--- src/rtl/mac_tile_vec.sv ---
// mac_tile_vec: systolic MAC tile with LANES signed multiplies per cycle.
// Weight-stationary mode passes psums north->south through a combinational MAC.
// Output-stationary mode accumulates locally and drains through out_s on request.
module mac_tile_vec #(
    parameter int BW      = 4,
    parameter int PSUM_BW = 16,
    parameter int LANES   = 2
) (
    input  logic                  clk,
    input  logic                  reset,
    input  logic                  os_en,
    input  logic [LANES*BW-1:0]   in_w,
    input  logic [2:0]            inst_w,
    input  logic [PSUM_BW-1:0]    in_n,
    output logic [LANES*BW-1:0]   out_e,
    output logic [2:0]            inst_e,
    output logic [PSUM_BW-1:0]    out_s,
    output logic [PSUM_BW-1:0]    c_q_out,
    output logic                  drain_valid,
    output logic                  sat_flag
);

    localparam int VW = LANES * BW;

    typedef enum logic [1:0] {IDLE, ACC, FOLD, DRAIN} state_e;

    state_e               state_q, state_d;
    logic                 mode_q, mode_d;
    logic                 loaded_q, loaded_d;
    logic [VW-1:0]        a_q, a_d;
    logic [VW-1:0]        b_q, b_d;
    logic [PSUM_BW-1:0]   c_q, c_d;
    logic [2:0]           inst_e_q, inst_e_d;
    logic                 drain_valid_q, drain_valid_d;
    logic                 sat_q, sat_d;

    logic signed [2*BW-1:0]    prod;
    logic signed [PSUM_BW-1:0] dot;
    logic signed [PSUM_BW:0]   mac_full;
    logic                      mac_ovf;
    logic [PSUM_BW-1:0]        mac_sat;

    // Dot product of the registered operands plus c_q, clamped to the psum range.
    always_comb begin
        dot = '0;
        for (int unsigned k = 0; k < LANES; k++) begin
            prod = $signed(a_q[k*BW +: BW]) * $signed(b_q[k*BW +: BW]);
            dot  = dot + $signed({{(PSUM_BW-2*BW){prod[2*BW-1]}}, prod});
        end
        mac_full = $signed({c_q[PSUM_BW-1], c_q}) + $signed({dot[PSUM_BW-1], dot});
        // One guard bit suffices: c_q and dot both fit in PSUM_BW signed bits.
        mac_ovf  = mac_full[PSUM_BW] ^ mac_full[PSUM_BW-1];
        mac_sat  = mac_ovf ? {mac_full[PSUM_BW], {(PSUM_BW-1){~mac_full[PSUM_BW]}}}
                           : mac_full[PSUM_BW-1:0];
    end

    // Next-state logic for both dataflow modes and the OS control FSM.
    always_comb begin
        state_d       = state_q;
        mode_d        = mode_q;
        loaded_d      = loaded_q;
        a_d           = a_q;
        b_d           = b_q;
        c_d           = c_q;
        inst_e_d      = inst_e_q;
        drain_valid_d = 1'b0;
        sat_d         = sat_q;
        if (!mode_q) begin
            // WS never leaves IDLE, so the mode register follows os_en every cycle.
            mode_d   = os_en;
            c_d      = in_n;
            if (inst_w[0] || inst_w[1]) a_d = in_w;
            if (inst_w[0] && !loaded_q) begin
                b_d      = in_w;
                loaded_d = 1'b1;
            end
            inst_e_d = {1'b0, inst_w[1], inst_w[0] & loaded_q};
        end else begin
            loaded_d = 1'b1;
            inst_e_d = inst_w;
            if (inst_w[1]) begin
                a_d = in_w;
                b_d = in_n[VW-1:0];
            end
            unique case (state_q)
                IDLE: begin
                    // Mode only re-latches when idle is not being left this cycle.
                    if (inst_w[1]) begin
                        state_d = ACC;
                    end else if (inst_w[2]) begin
                        state_d       = DRAIN;
                        drain_valid_d = 1'b1;
                    end else begin
                        mode_d = os_en;
                    end
                end
                ACC: begin
                    if (inst_w[1]) begin
                        c_d   = mac_sat;
                        sat_d = sat_q | mac_ovf;
                    end else begin
                        state_d = FOLD;
                    end
                end
                FOLD: begin
                    c_d     = mac_sat;
                    sat_d   = sat_q | mac_ovf;
                    state_d = IDLE;
                end
                DRAIN: begin
                    c_d     = '0;
                    sat_d   = 1'b0;
                    state_d = IDLE;
                end
                default: state_d = IDLE;
            endcase
        end
    end

    // State registers with asynchronous active-low clear.
    always_ff @(posedge clk or negedge reset) begin
        if (!reset) begin
            state_q       <= IDLE;
            mode_q        <= 1'b0;
            loaded_q      <= 1'b0;
            a_q           <= '0;
            b_q           <= '0;
            c_q           <= '0;
            inst_e_q      <= '0;
            drain_valid_q <= 1'b0;
            sat_q         <= 1'b0;
        end else begin
            state_q       <= state_d;
            mode_q        <= mode_d;
            loaded_q      <= loaded_d;
            a_q           <= a_d;
            b_q           <= b_d;
            c_q           <= c_d;
            inst_e_q      <= inst_e_d;
            drain_valid_q <= drain_valid_d;
            sat_q         <= sat_d;
        end
    end

    // South output: WS psum, OS weight pass-through, or the local accumulator.
    always_comb begin
        if (!mode_q)                out_s = mac_sat;
        else if (state_q == DRAIN)  out_s = c_q;
        else if (inst_w[1])         out_s = {{(PSUM_BW-VW){1'b0}}, in_n[VW-1:0]};
        else                        out_s = c_q;
    end

    assign out_e       = a_q;
    assign inst_e      = inst_e_q;
    assign c_q_out     = c_q;
    assign drain_valid = drain_valid_q;
    assign sat_flag    = sat_q;

endmodule

--- config.mk ---
export PLATFORM = sky130hd
export DESIGN_NAME = mac_tile_vec
export DESIGN_NICKNAME = d
export VERILOG_FILES = /design/src/rtl/mac_tile_vec.sv
export SDC_FILE = /design/constraint.sdc
export NUM_CORES = 1
export LEC_CHECK = 0
export CORE_ASPECT_RATIO = 0.8
export CORE_MARGIN = 10
export CORE_UTILIZATION = 57
export CTS_CLUSTER_SIZE = 40
export DETAILED_ROUTE_END_ITERATION = 10
export PLACE_DENSITY = 0.83
export SETUP_SLACK_MARGIN = 0.1
export SLEW_MARGIN = 20
export SYNTH_ARGS = -nofsm -noshare
export SYNTH_HDL_FRONTEND = slang
export SYNTH_SLANG_ARGS = --single-unit
--- constraint.sdc ---
create_clock -name clk -period 9.7 [get_ports clk]
set_clock_uncertainty 0.05 [all_clocks]
set_input_delay 2.425 -clock clk [delete_from_list [all_inputs] [get_ports clk]]
set_output_delay 2.425 -clock clk [all_outputs]
set_load 0.01 [all_outputs]
# Word level (Yosys, flattened, before mapping)
# Index checks and enable logic that the tools add are counted.
# classes
n_bitwise	4
n_eq_ne	9
mux	30
mul	2
add_sub_neg	2
n_reduce_logical	13
# op_table
op	count
2-to-1 mux 16 bit	6
2-to-1 mux 8 bit	6
one-hot mux 16 bit (3 select lines)	1
adder 16 x 9 -> 17 bit	1
multiplier 4 x 4 -> 8 bit	2
2-to-1 mux 1 bit	11
adder 8 x 8 -> 9 bit	1
2-to-1 mux 2 bit	3
!= test 2 bit (second input constant)	3
!= test 3 bit (second input constant)	2
one-hot mux 2 bit (3 select lines)	1
AND reduction 2 bit	3
AND reduction 3 bit	2
== test 2 bit (second input constant)	2
!= test 4 x 1 -> 1 bit (second input constant)	1
nonzero test 2 bit	2
2-to-1 mux 3 bit	1
one-hot mux 1 bit (3 select lines)	1
nonzero test 3 bit	1
== test 2 x 1 -> 1 bit (second input constant)	1
logical NOT 2 bit	1
OR reduction 2 bit	1
AND 1 bit	1
logical AND 1 bit	1
5 further kinds	5
# totals
inputBits	30
reg_bits	41
word_cells	69

# Logic depth before layout (Yosys ltp)
# Gate-level depths: netlist (run 1).
# depth
ltp_word	8
ltp_mapped	20

# Worst setup path after synthesis (run 1)
# Ideal clock, no wire load.
# synth_timing
path_kind	reg2out
startpoint	register a_q[3], in the netlist out_e[3]
endpoint	output port out_s[7]
n_path_buf	1
slack_ns	1.495
arrival_ns	5.730
stages_incl_launch_ff	20
cell_sequence	dfrtp_1 and2_1 inv_1 fa_1 inv_1 fa_1 fa_1 fa_1 inv_1 fa_1 inv_1 ha_1 a21o_1 a221oi_2 o211ai_2 a31oi_2 xor2_2 buf_6 maj3_1 o21ai_0
# synth_via
elab_chain_len	6
word_cells_on_any_way	7
classes_between	add/sub: 2; mul: 1; mux: 2; bitwise: 2
# synth_rtl
item	line	text
from (decl)	30	logic [VW-1:0] a_q, a_d;
from (signal assigned)	126	a_q <= '0;
from (signal assigned)	136	a_q <= a_d;
multiplier 4 x 4 -> 8 bit *	47	prod = $signed(a_q[k*BW +: BW]) * $signed(b_q[k*BW +: BW]);
adder 8 x 8 -> 9 bit *	48	dot = dot + $signed({{(PSUM_BW-2*BW){prod[2*BW-1]}}, prod});
adder 16 x 9 -> 17 bit *	50	mac_full = $signed({c_q[PSUM_BW-1], c_q}) + $signed({dot[PSUM_BW-1], dot});
XOR 1 bit / NOT 1 bit (equally long branches)	52, 53	
2-to-1 mux 16 bit *	53	mac_sat = mac_ovf ? {mac_full[PSUM_BW], {(PSUM_BW-1){~mac_full[PSUM_BW]}}}
2-to-1 mux 16 bit *	147	if (!mode_q) out_s = mac_sat;
to (decl)	17	output logic [PSUM_BW-1:0] out_s,
# Mark *: on every way between the ends. The rest lies on a longest branch, timed or not.

# Worst setup path in the final report (run 1)
# Same ends and word-level chain as after synthesis.

==> results of run 1 <==
-- worst reg2reg max path, cell delays in order, from the launching register on --
cell	delay (ns)
dfrtp_1	0.41
and2_1	0.15
buf_4	0.27
inv_1	0.10
fa_1	0.50
inv_1	0.06
fa_1	0.49
fa_1	0.51
fa_1	0.50
inv_1	0.05
fa_1	0.50
inv_1	0.06
ha_1	0.36
a21o_1	0.21
a221oi_2	0.32
o211ai_2	0.13
a31oi_2	0.20
xor2_2	0.65
maj3_2	0.37
o21ai_1	0.09
-- layout by cell type, fill, tap and decap left out, types with 2 or more instances in the layout --
cell type         n
a211oi_1          2
a211oi_2          2
a21o_1            2
a21oi_1          16
a22oi_1          16
a31oi_2           2
and2_1           17
buf_4             3
clkbuf_16         5
clkdlybuf4s50_1  73
dfrtp_1          41
fa_1             71
ha_1             50
inv_1            62
maj3_1            9
maj3_2            6
mux2_2           17
mux2i_1           8
nand2_1          42
nand2b_1          7
nand3_1          10
nor2_1           18
nor2_2            2
nor2b_1           6
o211ai_2          3
o21a_1            2
o21ai_0          38
o21ai_1          12
o21bai_1          2
or3_1             2
xnor2_1          12
xor2_1            9
-- metal layers --
layer | track usage | up-vias | part of all wire
met4 | 0.0438 | 0 | 0.014
met3 | 0.0536 | 18 | 0.079
met2 | 0.344 | 156 | 0.48
met1 | 0.269 | 2012 | 0.43
li1 | - | 1855 | -
met5 | 0 | - | 0
-- per-stage QoR --
step / instances / hold WS [ns] / instance area [sq um] / setup slack [ns]
after floorplan: 512 / 0.389 / 5180 / 1.49
after global placement: 691 / 0.404 / 6020 / 0.972
after detailed placement: 691 / 0.414 / 6020 / 0.836
after CTS: 698 / 0.432 / 6180 / 0.461
after global routing: 699 / 0.450 / 6200 / 0.128
final: 699 / 0.436 / 6200 / 0.456
-- final timing paths --
kind                            startpoint          end  slack, ns  depth (start not counted)
max in group asynchronous            reset       b_q[2]       6.78                          1
worst max-delay path              out_e[3]     out_s[7]       0.46                         21
min in group asynchronous            reset  drain_valid       2.23                          1
worst min-delay path              loaded_q     loaded_q       0.44                          1
worst max register to register    out_e[3]  c_q_out[13]       3.57                         19
worst min register to register    loaded_q     loaded_q       0.44                          1
-- logic make-up after synthesis --
group,count (synthesis),synth area share
xor+xnor,23,0.0418
fa+ha+maj,136,0.425
flops,41,0.198
buf+inv,76,0.0579
simple gates,108,0.0995
mux,25,0.0524
compound gates,103,0.125
-- final cells by class --
cell class | count | area [sq um] | area share
clock buffers | 5 | 125 | 0.0202
flip-flops and latches | 41 | 1030 | 0.166
clock inverters | 2 | 35.0 | 0.00565
well taps | 115 | 144 | 0.0232
repair buffers | 78 | 766 | 0.124
inverters | 63 | 236 | 0.0382
multi-input cells | 395 | 3860 | 0.624
-- sequential cells by signal, summed over array words and instances (netlist names) --
name,flops
c_q_out,16
b_q,8
out_e,8
inst_e,3
state_q,2
drain_valid,1
loaded_q,1
mode_q,1
sat_flag,1
==> flow_summary.json, run 1 <==
{
  "pin_count": 75,
  "io_buffers": 74,
  "synth-seq-area-share": 0.198,
  "via_per_inst": 5.78,
  "synth_top_flop_cell": "dfrtp_1",
  "hpwl_mm": 10.9,
  "clock_latency_ns": 0.29,
  "hold_class": "reg2reg",
  "nFillCells": 683,
  "initial_core_util": 0.578,
  "fmax_mhz": 108,
  "finalSetupTns_ns": 0,
  "drt_wl_total_mm": 13.5,
  "synth_top_area_frac": 0.274,
  "wl_per_cell_microns": 19.4,
  "netlist_top_cells_area": "fa_1 (27%), dfrtp_1 (20%), ha_1 (12%), inv_1 (4.5%), mux2_2 (3.7%)",
  "cts.path.max_buffers": 2,
  "finish.utilization": 0.692,
  "grtUsageTotal": 0.208,
  "slew_headroom": 0.334,
  "gp_congestion": 0.900,
  "drt_pass1_iterations": 6,
  "yosysMostFrequentCell": "fa_1",
  "clk_pin_slew_ns": 0.06,
  "report.final.slew_viol_count": 0,
  "cpMaxStageDelayCell": "clkdlybuf4s50_1",
  "period_minus_slack_ns": 9.24,
  "syn2layout_area_growth_pct": 19.6,
  "htreeDepth": 2,
  "grt_max_degree": 42,
  "netlist_top_cells_count": "fa_1 (71), inv_1 (62), ha_1 (50)",
  "tightestPinTransition_ns": 0.999,
  "critPathCaptureType": "primary output",
  "ant_nets": 0,
  "critPathMaxStageDelay_ns": 0.60,
  "clock_sinks": 41,
  "crit_top_cell": "fa_1",
  "finalSetupViolCount": 0,
  "num_rows": 31,
  "cts_buffers": 5,
  "cts_resized": 0,
  "yosysUniqueCellTypes": 44,
  "rsz0062_at_grt": "no",
  "crit_type": "reg2out",
  "die-height_microns": 105,
  "yosys_warnings": 0,
  "cap_violations": 0,
  "antenna_found_initial": 0,
  "final_nets": 735,
  "async_flop_share": 1.00,
  "crit_arrival_ns": 6.77,
  "cts_setup_buffers": 0,
  "hold_viol": 0,
  "fin_crit_sh": 0.953,
  "grt_overflow": 0,
  "grt_pass1_wl_mm": 22.7,
  "vias": 4041,
  "syn_area_sq_um": 5180,
  "drtIter0Drc": 256,
  "cts_root_buffer": "clkbuf_16",
  "synth.avg_cell_area_sq_um": 10.1,
  "yosysTopAreaCell": "fa_1",
  "syn-num-nets": 663,
  "worst-path-buf-inv": 7,
  "syn-instance-count": 512,
  "cp-start-kind": "register",
  "grt_pass1_vias": 4345,
  "die-area_sq_um": 13300,
  "cts_tree": "yes",
  "drc": 0,
  "crit_family": "adder cells",
  "status": "complete, no violations",
  "crit_chain": "and2_1 -> buf_4 -> inv_1 -> fa_1 -> inv_1 -> fa_1 -> fa_1 -> fa_1 -> inv_1 -> fa_1 -> inv_1 -> ha_1 -> o211ai_2 -> o211ai_2 -> a31oi_2 -> a21oi_2 -> xnor2_2 -> buf_4 -> maj3_1 -> o21ai_0 -> clkdlybuf4s50_1",
  "drive_gt1_frac": 0.0890,
  "synth_edf_count": 0,
  "core_sq_um": 8960,
  "cp.required_ns": 7.23,
  "cp_max_fo": 13,
  "die_w_microns": 127,
  "ys_ff_latch": 41,
  "antennaDiodeCount": 0,
  "hold_buffers": 0
}
Power of run 1 is not shown: default switching activity piles up to over one toggle a cycle in this logic, so the estimate is an artifact.
==> run 2, diff against run 1 <==
--- a/config.mk
+++ b/config.mk
@@ -7,10 +7,10 @@
 export LEC_CHECK = 0
 export CORE_ASPECT_RATIO = 0.8
 export CORE_MARGIN = 10
-export CORE_UTILIZATION = 57
+export CORE_UTILIZATION = 55
 export CTS_CLUSTER_SIZE = 40
 export DETAILED_ROUTE_END_ITERATION = 10
-export PLACE_DENSITY = 0.83
+export PLACE_DENSITY = 0.81
 export SETUP_SLACK_MARGIN = 0.1
 export SLEW_MARGIN = 20
 export SYNTH_ARGS = -nofsm -noshare
==> flow_summary.json, run 2 (synthesized netlist as in run 1, its figures left out) <==
{
  "cp-start-kind": "register",
  "antennaDiodeCount": 0,
  "initial_core_util": 0.569,
  "cts_root_buffer": "clkbuf_16",
  "grt_max_degree": 49,
  "critPathMaxStageDelay_ns": 0.73,
  "worst-path-buf-inv": 3,
  "die-height_microns": 107,
  "final_common_cell": "clkdlybuf4s50_1",
  "vias": 4047,
  "die-area_sq_um": 13700,
  "io_buffers": 74,
  "cts_setup_buffers": 0,
  "drt_pass1_iterations": 5,
  "hold_depth": 1,
  "fin_crit_sh": 0.942,
  "clock_sinks": 41,
  "tightestPinTransition_ns": 0.955,
  "design_area_sq_um": 6210,
  "crit_top_cell": "fa_1",
  "crit_cells": 17,
  "status": "complete, no violations",
  "grt_overflow": 0,
  "slew_headroom": 0.363,
  "grt_pass1_vias": 4449,
  "finalSetupViolCount": 0,
  "wl_per_cell_microns": 19.3,
  "pin_count": 75,
  "via_per_inst": 5.76,
  "mostFrequentLayoutCells": "clkdlybuf4s50_1 (73), fa_1 (71), inv_1 (62), ha_1 (50), nand2_1 (42)",
  "hpwl_mm": 11.0,
  "die_w_microns": 129,
  "drc": 0,
  "cts.path.max_buffers": 2,
  "htreeDepth": 2,
  "drtIter0Drc": 249,
  "drive_gt1_frac": 0.0903,
  "core_sq_um": 9110,
  "rsz0062_at_grt": "no",
  "r2r_cells": 15,
  "num_rows": 31,
  "period_minus_slack_ns": 9.14,
  "crit_type": "reg2out",
  "largest_reg_flops": 16,
  "placed_cell_area_sq_um": 6040,
  "critPathCaptureType": "primary output",
  "clock_latency_ns": 0.29,
  "fmax_mhz": 109,
  "antenna_found_initial": 0,
  "final_nets": 737,
  "hold_viol": 0,
  "drt_wl_total_mm": 13.6,
  "hold_class": "reg2reg",
  "gp_congestion": 0.921,
  "finalSetupTns_ns": 0,
  "cpMaxStageDelayCell": "xnor2_2",
  "crit_arrival_ns": 6.66,
  "cp_max_fo": 16,
  "cap_violations": 0,
  "hold_buffers": 0,
  "cts_resized": 0,
  "crit_family": "adder cells",
  "crit_chain": "nand2b_1 -> fa_1 -> fa_1 -> inv_1 -> fa_1 -> fa_1 -> ha_1 -> ha_1 -> a21oi_1 -> o21ai_0 -> a31oi_2 -> a21oi_2 -> xnor2_2 -> buf_4 -> nand2_1 -> nand2_1 -> clkdlybuf4s50_1",
  "grtUsageTotal": 0.204,
  "cts_tree": "yes",
  "syn2layout_area_growth_pct": 19.9,
  "ant_nets": 0,
  "cp.required_ns": 7.23,
  "report.final.slew_viol_count": 0,
  "cts_buffers": 5,
  "grt_pass1_wl_mm": 23.0,
  "clk_pin_slew_ns": 0.06
}
## run 2: final timing paths
check,start,endpoint,slack [ns]
worst min register to register,loaded_q,loaded_q,0.43
worst max-delay path,b_q[3],out_s[15],0.56
worst max register to register,b_q[3],c_q_out[9],3.62
min in group asynchronous,reset,c_q_out[11],2.23
worst min-delay path,loaded_q,loaded_q,0.43
max in group asynchronous,reset,inst_e[1],6.77
## run 2: per-layer routing
layer | up-vias | wire (microns) | track usage
li1 | 1858 | - | -
met3 | 12 | 1170 | 0.0615
met5 | - | 0 | 0
met4 | 0 | 85 | 0.0214
met1 | 2011 | 6000 | 0.276
met2 | 166 | 6310 | 0.327
## run 2: through the flow
stage | std cells | hold WS, ns | setup WS [ns] | util
floorplan | 512 | 0.389 | 1.49 | -
global placement | 693 | 0.408 | 1.06 | 0.662
detailed placement | 693 | 0.417 | 0.924 | 0.662
CTS | 701 | 0.435 | 0.590 | 0.681
global route | 702 | 0.462 | 0.262 | 0.682
finish | 702 | 0.434 | 0.563 | 0.682
## run 2: layout make-up
cell class | instances | area (sq um)
tap | 115 | 144
sequential | 41 | 1030
multi-input combinational | 395 | 3860
clock buffer | 5 | 125
inverter | 63 | 236
fill | 664 | 2900
clock inverter | 3 | 43.8
timing repair buffer | 80 | 781
Power of run 2 is left out for the same reason.
